File: config.mk
export PLATFORM = sky130hd
export DESIGN_NAME = axi_read_arbiter_flat
export DESIGN_NICKNAME = d
export VERILOG_FILES = /design/src/rtl/riscv_defines_pkg.sv /design/src/rtl/axi_read_if.sv /design/src/rtl/rr_arb2.sv /design/src/rtl/axi_read_arbiter.sv /design/src/flat_wrapper.sv
export SDC_FILE = /design/constraint.sdc
export NUM_CORES = 1
export LEC_CHECK = 0
export ABC_CLOCK_PERIOD_IN_PS = 2050
export CAP_MARGIN = 0
export CORE_ASPECT_RATIO = 0.7
export CORE_MARGIN = 2
export CORE_UTILIZATION = 30
export CTS_CLUSTER_DIAMETER = 120
export DETAILED_ROUTE_END_ITERATION = 8
export HOLD_SLACK_MARGIN = 0.15
export PLACE_DENSITY_LB_ADDON = 0.1
export SLEW_MARGIN = 5
export SYNTH_ARGS = -nofsm -noshare
export SYNTH_HDL_FRONTEND = slang
export SYNTH_SLANG_ARGS = --single-unit
export TNS_END_PERCENT = 10
File: constraint.sdc
create_clock -name clk -period 2.05 [get_ports clk]
set_input_delay 0.41 -clock clk [delete_from_list [all_inputs] [get_ports clk]]
set_output_delay 0.41 -clock clk [all_outputs]
set_load 0.02 [all_outputs]
File: src/rtl/riscv_defines_pkg.sv
// rtl/riscv_defines_pkg.sv - shared AXI encodings and cache geometry
package riscv_defines_pkg;
    localparam int AXI_ADDR_WIDTH = 32;
    localparam int AXI_DATA_WIDTH = 32;
    localparam logic [2:0] AXI_SIZE_4B = 3'b010;
    localparam logic [1:0] AXI_BURST_INCR = 2'b01;
    localparam int ICACHE_LINE_SIZE = 32;
endpackage

File: src/rtl/axi_read_if.sv
// rtl/axi_read_if.sv - AXI read address/data channel bundle
interface axi_read_if #(
    parameter int ADDR_W = 32,
    parameter int DATA_W = 32
);
    logic              arvalid;
    logic              arready;
    logic [ADDR_W-1:0] araddr;
    logic [7:0]        arlen;
    logic [2:0]        arsize;
    logic [1:0]        arburst;
    logic              rvalid;
    logic              rready;
    logic [DATA_W-1:0] rdata;
    logic              rlast;

    modport master (
        output arvalid, araddr, arlen, arsize, arburst, rready,
        input  arready, rvalid, rdata, rlast
    );

    modport slave (
        input  arvalid, araddr, arlen, arsize, arburst, rready,
        output arready, rvalid, rdata, rlast
    );
endinterface

File: src/rtl/rr_arb2.sv
// rtl/rr_arb2.sv - two-way round-robin grant, one-hot output
module rr_arb2 (
    input  logic       req0,
    input  logic       req1,
    input  logic       last,
    output logic [1:0] grant
);
    // last=1 means port 1 was served last, so port 0 wins a tie
    assign grant[0] = req0 && (!req1 || last);
    assign grant[1] = req1 && (!req0 || !last);
endmodule

File: src/rtl/axi_read_arbiter.sv
// rtl/axi_read_arbiter.sv - two-port cache refill arbiter onto one AXI read burst master
module axi_read_arbiter
    import riscv_defines_pkg::*;
#(
    parameter int LINE_BYTES = ICACHE_LINE_SIZE,
    parameter int ADDR_W     = AXI_ADDR_WIDTH
) (
    input  logic                    clk,
    input  logic                    rst_n,
    input  logic                    s0_req_valid,
    input  logic [ADDR_W-1:0]       s0_req_addr,
    output logic                    s0_resp_valid,
    input  logic                    s1_req_valid,
    input  logic [ADDR_W-1:0]       s1_req_addr,
    output logic                    s1_resp_valid,
    output logic [LINE_BYTES*8-1:0] resp_data,
    axi_read_if.master              axi_if
);
    localparam int WORDS  = LINE_BYTES / 4;
    localparam int BEAT_W = (WORDS > 1) ? $clog2(WORDS) : 1;

    typedef enum logic [1:0] {IDLE, AR, R, RESP} state_t;

    state_t                  state, state_next;
    logic                    pend0, pend1;
    logic [ADDR_W-1:0]       addr0, addr1;
    logic                    rr_ptr;
    logic                    gnt_port;
    logic [BEAT_W-1:0]       beat_cnt;
    logic [WORDS-1:0][31:0]  line;
    logic [ADDR_W-1:0]       araddr_q;
    logic                    want0, want1;
    logic [1:0]              grant;

    assign want0 = pend0 || s0_req_valid;
    assign want1 = pend1 || s1_req_valid;

    // rr_ptr names the port holding priority; the arbiter wants the last-served one
    rr_arb2 u_arb (
        .req0  (want0),
        .req1  (want1),
        .last  (~rr_ptr),
        .grant (grant)
    );

    always_comb begin
        state_next = state;
        case (state)
            IDLE:    if (want0 || want1) state_next = AR;
            AR:      if (axi_if.arready) state_next = R;
            R:       if (axi_if.rvalid && axi_if.rlast) state_next = RESP;
            RESP:    state_next = IDLE;
            default: state_next = IDLE;
        endcase
    end

    always_ff @(posedge clk or negedge rst_n) begin
        if (!rst_n) begin
            state    <= IDLE;
            pend0    <= 1'b0;
            pend1    <= 1'b0;
            addr0    <= '0;
            addr1    <= '0;
            rr_ptr   <= 1'b0;
            gnt_port <= 1'b0;
            beat_cnt <= '0;
            line     <= '0;
            araddr_q <= '0;
        end else begin
            state <= state_next;
            if (s0_req_valid && !pend0) begin
                pend0 <= 1'b1;
                addr0 <= s0_req_addr;
            end
            if (s1_req_valid && !pend1) begin
                pend1 <= 1'b1;
                addr1 <= s1_req_addr;
            end
            case (state)
                IDLE: begin
                    if (want0 || want1) begin
                        gnt_port <= grant[1];
                        if (grant[1]) araddr_q <= pend1 ? addr1 : s1_req_addr;
                        else          araddr_q <= pend0 ? addr0 : s0_req_addr;
                    end
                end
                AR: begin
                    if (axi_if.arready) beat_cnt <= '0;
                end
                R: begin
                    if (axi_if.rvalid) begin
                        line[beat_cnt] <= axi_if.rdata;
                        beat_cnt       <= beat_cnt + 1'b1;
                    end
                end
                RESP: begin
                    if (gnt_port) pend1 <= 1'b0;
                    else          pend0 <= 1'b0;
                    rr_ptr <= ~gnt_port;
                end
                default: ;
            endcase
        end
    end

    assign axi_if.arvalid = (state == AR);
    assign axi_if.araddr  = araddr_q;
    assign axi_if.arlen   = 8'(WORDS - 1);
    assign axi_if.arsize  = AXI_SIZE_4B;
    assign axi_if.arburst = AXI_BURST_INCR;
    assign axi_if.rready  = (state == R);

    assign s0_resp_valid = (state == RESP) && !gnt_port;
    assign s1_resp_valid = (state == RESP) && gnt_port;
    assign resp_data     = line;
endmodule
File: src/flat_wrapper.sv
// flat-port wrapper written by rule: the top's interface ports become plain ports
module axi_read_arbiter_flat import riscv_defines_pkg::*;
#(
    parameter int LINE_BYTES = ICACHE_LINE_SIZE,
    parameter int ADDR_W     = AXI_ADDR_WIDTH
)
  (clk, rst_n, s0_req_valid, s0_req_addr, s0_resp_valid, s1_req_valid, s1_req_addr, s1_resp_valid, resp_data, axi_if_arvalid, axi_if_araddr, axi_if_arlen, axi_if_arsize, axi_if_arburst, axi_if_rready, axi_if_arready, axi_if_rvalid, axi_if_rdata, axi_if_rlast);
  axi_read_if #(.ADDR_W(ADDR_W)) axi_if_i ();
  input  logic clk;
  input  logic rst_n;
  input  logic s0_req_valid;
  input  logic [ADDR_W-1:0] s0_req_addr;
  output logic s0_resp_valid;
  input  logic s1_req_valid;
  input  logic [ADDR_W-1:0] s1_req_addr;
  output logic s1_resp_valid;
  output logic [LINE_BYTES*8-1:0] resp_data;
  output wire logic [$bits(axi_if_i.arvalid)-1:0] axi_if_arvalid;
  output wire logic [$bits(axi_if_i.araddr)-1:0] axi_if_araddr;
  output wire logic [$bits(axi_if_i.arlen)-1:0] axi_if_arlen;
  output wire logic [$bits(axi_if_i.arsize)-1:0] axi_if_arsize;
  output wire logic [$bits(axi_if_i.arburst)-1:0] axi_if_arburst;
  output wire logic [$bits(axi_if_i.rready)-1:0] axi_if_rready;
  input wire logic [$bits(axi_if_i.arready)-1:0] axi_if_arready;
  input wire logic [$bits(axi_if_i.rvalid)-1:0] axi_if_rvalid;
  input wire logic [$bits(axi_if_i.rdata)-1:0] axi_if_rdata;
  input wire logic [$bits(axi_if_i.rlast)-1:0] axi_if_rlast;
  assign axi_if_arvalid = axi_if_i.arvalid;
  assign axi_if_araddr = axi_if_i.araddr;
  assign axi_if_arlen = axi_if_i.arlen;
  assign axi_if_arsize = axi_if_i.arsize;
  assign axi_if_arburst = axi_if_i.arburst;
  assign axi_if_rready = axi_if_i.rready;
  assign axi_if_i.arready = axi_if_arready;
  assign axi_if_i.rvalid = axi_if_rvalid;
  assign axi_if_i.rdata = axi_if_rdata;
  assign axi_if_i.rlast = axi_if_rlast;
  axi_read_arbiter #(.LINE_BYTES(LINE_BYTES), .ADDR_W(ADDR_W)) u_core (.clk(clk), .rst_n(rst_n), .s0_req_valid(s0_req_valid), .s0_req_addr(s0_req_addr), .s0_resp_valid(s0_resp_valid), .s1_req_valid(s1_req_valid), .s1_req_addr(s1_req_addr), .s1_resp_valid(s1_resp_valid), .resp_data(resp_data), .axi_if(axi_if_i));
endmodule
==> flow_metrics.env <==
export IMPL_ys_flop_type="dfrtp_1"
export IMPL_chipWidth_um=271
export IMPL_place_worst_setup_slack_ns=-0.124
export IMPL_fin_crit_sh=0.968
export IMPL_first_global_vias=9786
export IMPL_ant_nets=0
export IMPL_ios=408
export IMPL_synth_area_top_cells="dfrtp_1 (61%), mux2_2 (19%), mux2_4 (6.0%), a211oi_1 (3.2%), nor2b_1 (2.8%)"
export IMPL_crit_buf_inv=1
export IMPL_cts_buffers=39
export IMPL_netlist_area_leader_share=0.605
export IMPL_synth_seq_cells=361
export IMPL_synth_edf_count=0
export IMPL_h_tree_depth=2
export IMPL_cp_slowest_cell="clkdlybuf4s50_1"
export IMPL_vias_per_cell=4.55
export IMPL_wirelength_um=43200
export IMPL_crit_path_max_fanout=2
export IMPL_yosys_cell_count_top_type="dfrtp_1"
export IMPL_drive_gt1_frac=0.306
export IMPL_path_delay_family="buffers and inverters"
export IMPL_rsz0062_at_grt="no"
export IMPL_setup_violations_final=0
export IMPL_wire_per_inst_um=20.4
export IMPL_ir_drop_v=0.000704
export IMPL_cp_arrival_ns=1.58
export IMPL_skew_ns=0.0146
export IMPL_drt_first_pass_iters=4
export IMPL_worstSetupPathType="reg2out"
export IMPL_gr_total_overflow=0
export IMPL_yosysUniqueCellTypes=32
export IMPL_synth_avg_cell_area_um2=14.9
export IMPL_cts_root_buf="clkbuf_16"
export IMPL_path_clk_slew_ns=0.06
export IMPL_crit_chain="clkdlybuf4s50_1"
export IMPL_dp_hpwl_um=30100
export IMPL_hp_class="in2async"
export IMPL_hold_viol_final=0
export IMPL_crit_path_end_kind="primary output"
export IMPL_fin_ws_ns=0.0647
export IMPL_io_buffers=394
export IMPL_place_gp_congestion=0.741
export IMPL_min_period_ns=1.99
export IMPL_slowest_delay_ns=0.70
export IMPL_row_count=68
export IMPL_powerDensity_nw_per_um2=1450
export IMPL_startpoint_type="flip-flop"
export IMPL_max_freq_mhz=504
export IMPL_track_usage=0.164
export IMPL_yosys_area_top_type="dfrtp_1"
export IMPL_nets=1534
export IMPL_core_area_um2=49200
export IMPL_antenna_found_initial=2
export IMPL_clk_insertion_delay_late_ns=0.53
export IMPL_regArea_um2=9040
export IMPL_nFillCells=4578
export IMPL_grt_pass1_wl_um=64400
export IMPL_cts_buffer_depth=3
export IMPL_finalMaxSlewViolations=0
export IMPL_multi_input_area_um2=5530
export IMPL_cts_sinks=361
export IMPL_synth_commonest_cells="dfrtp_1 (361), mux2_2 (257), nor2b_1 (66), a211oi_1 (64), mux2_4 (60)"
export IMPL_maxCapViolCount=0
export IMPL_grt_max_degree=60
export IMPL_die_y_um=191
export IMPL_vias=9632
export IMPL_yosysWarnings=0
export IMPL_fp_dieArea_um2=51600
export IMPL_ys_seq_area_frac=0.605
export IMPL_synthCells=1004
export IMPL_p_leak_nw=9.47
export IMPL_async_reset_ff_frac=1.00
export IMPL_initial_core_util=0.304
export IMPL_drtIter0Drc=378
export IMPL_cts_tree="built"
export IMPL_status="completed"
export IMPL_final_core_util=0.433
export IMPL_drc_errors=0
export IMPL_syn_area_um2=14900
export IMPL_syn_to_final_growth_pct=42.7
export IMPL_required_ns=1.64
## cell families after synthesis
logic type      after synthesis  share of synthesized area
other cells                   2                   0.000503
fa+ha+maj                     5                    0.00419
buf+inv                      78                     0.0329
flops                       361                      0.605
compound gates              111                     0.0561
simple gates                127                     0.0446
mux                         320                      0.256
## path summary, 6_finish.rpt
check,from,slack (ns),cells after the start,to
max in group asynchronous,rst_n,0.92,3,u_core.resp_data[78]$_DFFE_PN0P_
setup reg to reg,u_core.state[0]$_DFFE_PN0P_,0.09,6,u_core.resp_data[25]$_DFFE_PN0P_
min in group clk,u_core.axi_if.araddr[7]$_DFFE_PN0P_,0.48,2,u_core.axi_if.araddr[7]$_DFFE_PN0P_
hold reg to reg,u_core.axi_if.araddr[7]$_DFFE_PN0P_,0.48,2,u_core.axi_if.araddr[7]$_DFFE_PN0P_
hold / removal,rst_n,0.37,2,u_core.axi_if.araddr[27]$_DFFE_PN0P_
setup / recovery,u_core.resp_data[1]$_DFFE_PN0P_,0.06,1,resp_data[1]
## layout by cell type, fill, tap and decap left out, types with 2 or more instances in the layout
cell,count
clkdlybuf4s50_1,388
dfrtp_1,359
mux2_2,257
nor2b_1,65
a211oi_1,64
mux2_4,60
clkbuf_16,40
nand2_1,37
o31ai_1,32
buf_12,27
buf_4,22
conb_1,13
clkbuf_1,10
clkbuf_8,7
nor2_4,6
nor2_1,6
o21ai_0,5
nand3_1,4
inv_1,4
clkinv_2,4
nand2b_1,3
a22o_1,3
mux2_1,3
ha_1,3
inv_6,3
clkinvlp_4,3
dfrtp_2,2
## cell type report
class	instances	area share
Clock inverter	11	0.00464
Antenna cell	1	0.000117
Inverter	4	0.000705
Clock buffer	56	0.0521
Multi-Input combinational cell	576	0.260
Tap cell	665	0.0390
Timing Repair Buffer	444	0.220
Sequential cell	361	0.424
## flip-flops by register name, summed over array words and instances (netlist names)
register and flops:
u_core.gnt_port 1, u_core.beat_cnt 3, u_core.rr_ptr 1, u_core.pend0 1, u_core.pend1 1, u_core.state 2, u_core.addr0 32, u_core.addr1 32
u_core.axi_if.araddr 32, u_core.resp_data 256
## what timing repair did
item | CTS | global route
endpoints found under the setup margin | 4 | 131
cloned | 0 | 1
gates resized for setup | 17 | 9
setup buffers | 0 | 2
hold buffers | 1 | 0
hold endpoints to repair | 157 | 0
## per-layer routing
layer  vias up  track usage  part of all wire
met4         0       0.0446             0.024
met2       235        0.256              0.46
li1       4413            -                 -
met3        55       0.0421             0.055
met1      4929        0.227              0.46
met5         -            0                 0
## where the power goes
group	internal (mW)	leakage [nW]	total, mW	switching, mW
Clock	3.90	0.587	6.78	2.89
Sequential	9.63	4.70	11.0	1.40
Combinational	6.67	4.19	13.0	6.34
Total	20.2	9.47	30.8	10.6
## per-stage QoR
| stage | total power, mW | setup TNS [ns] | instance area (um2) | hold WS, ns | cells |
|---|---|---|---|---|---|
| final | 30.8 | 0 | 21300 | 0.366 | 2118 |
| after global routing | 32.6 | 0 | 21300 | 0.375 | 2118 |
| after CTS | 31.3 | -0.00411 | 21200 | 0.361 | 2114 |
| after detailed placement | 24.3 | -11.23 | 20000 | 0.333 | 2046 |
| after global placement | 24.1 | -13.89 | 20000 | 0.325 | 2046 |
| after floorplan | 18.1 | 0 | 15000 | 0.114 | 1015 |
Note: power is estimated with default switching activity, not from simulation.
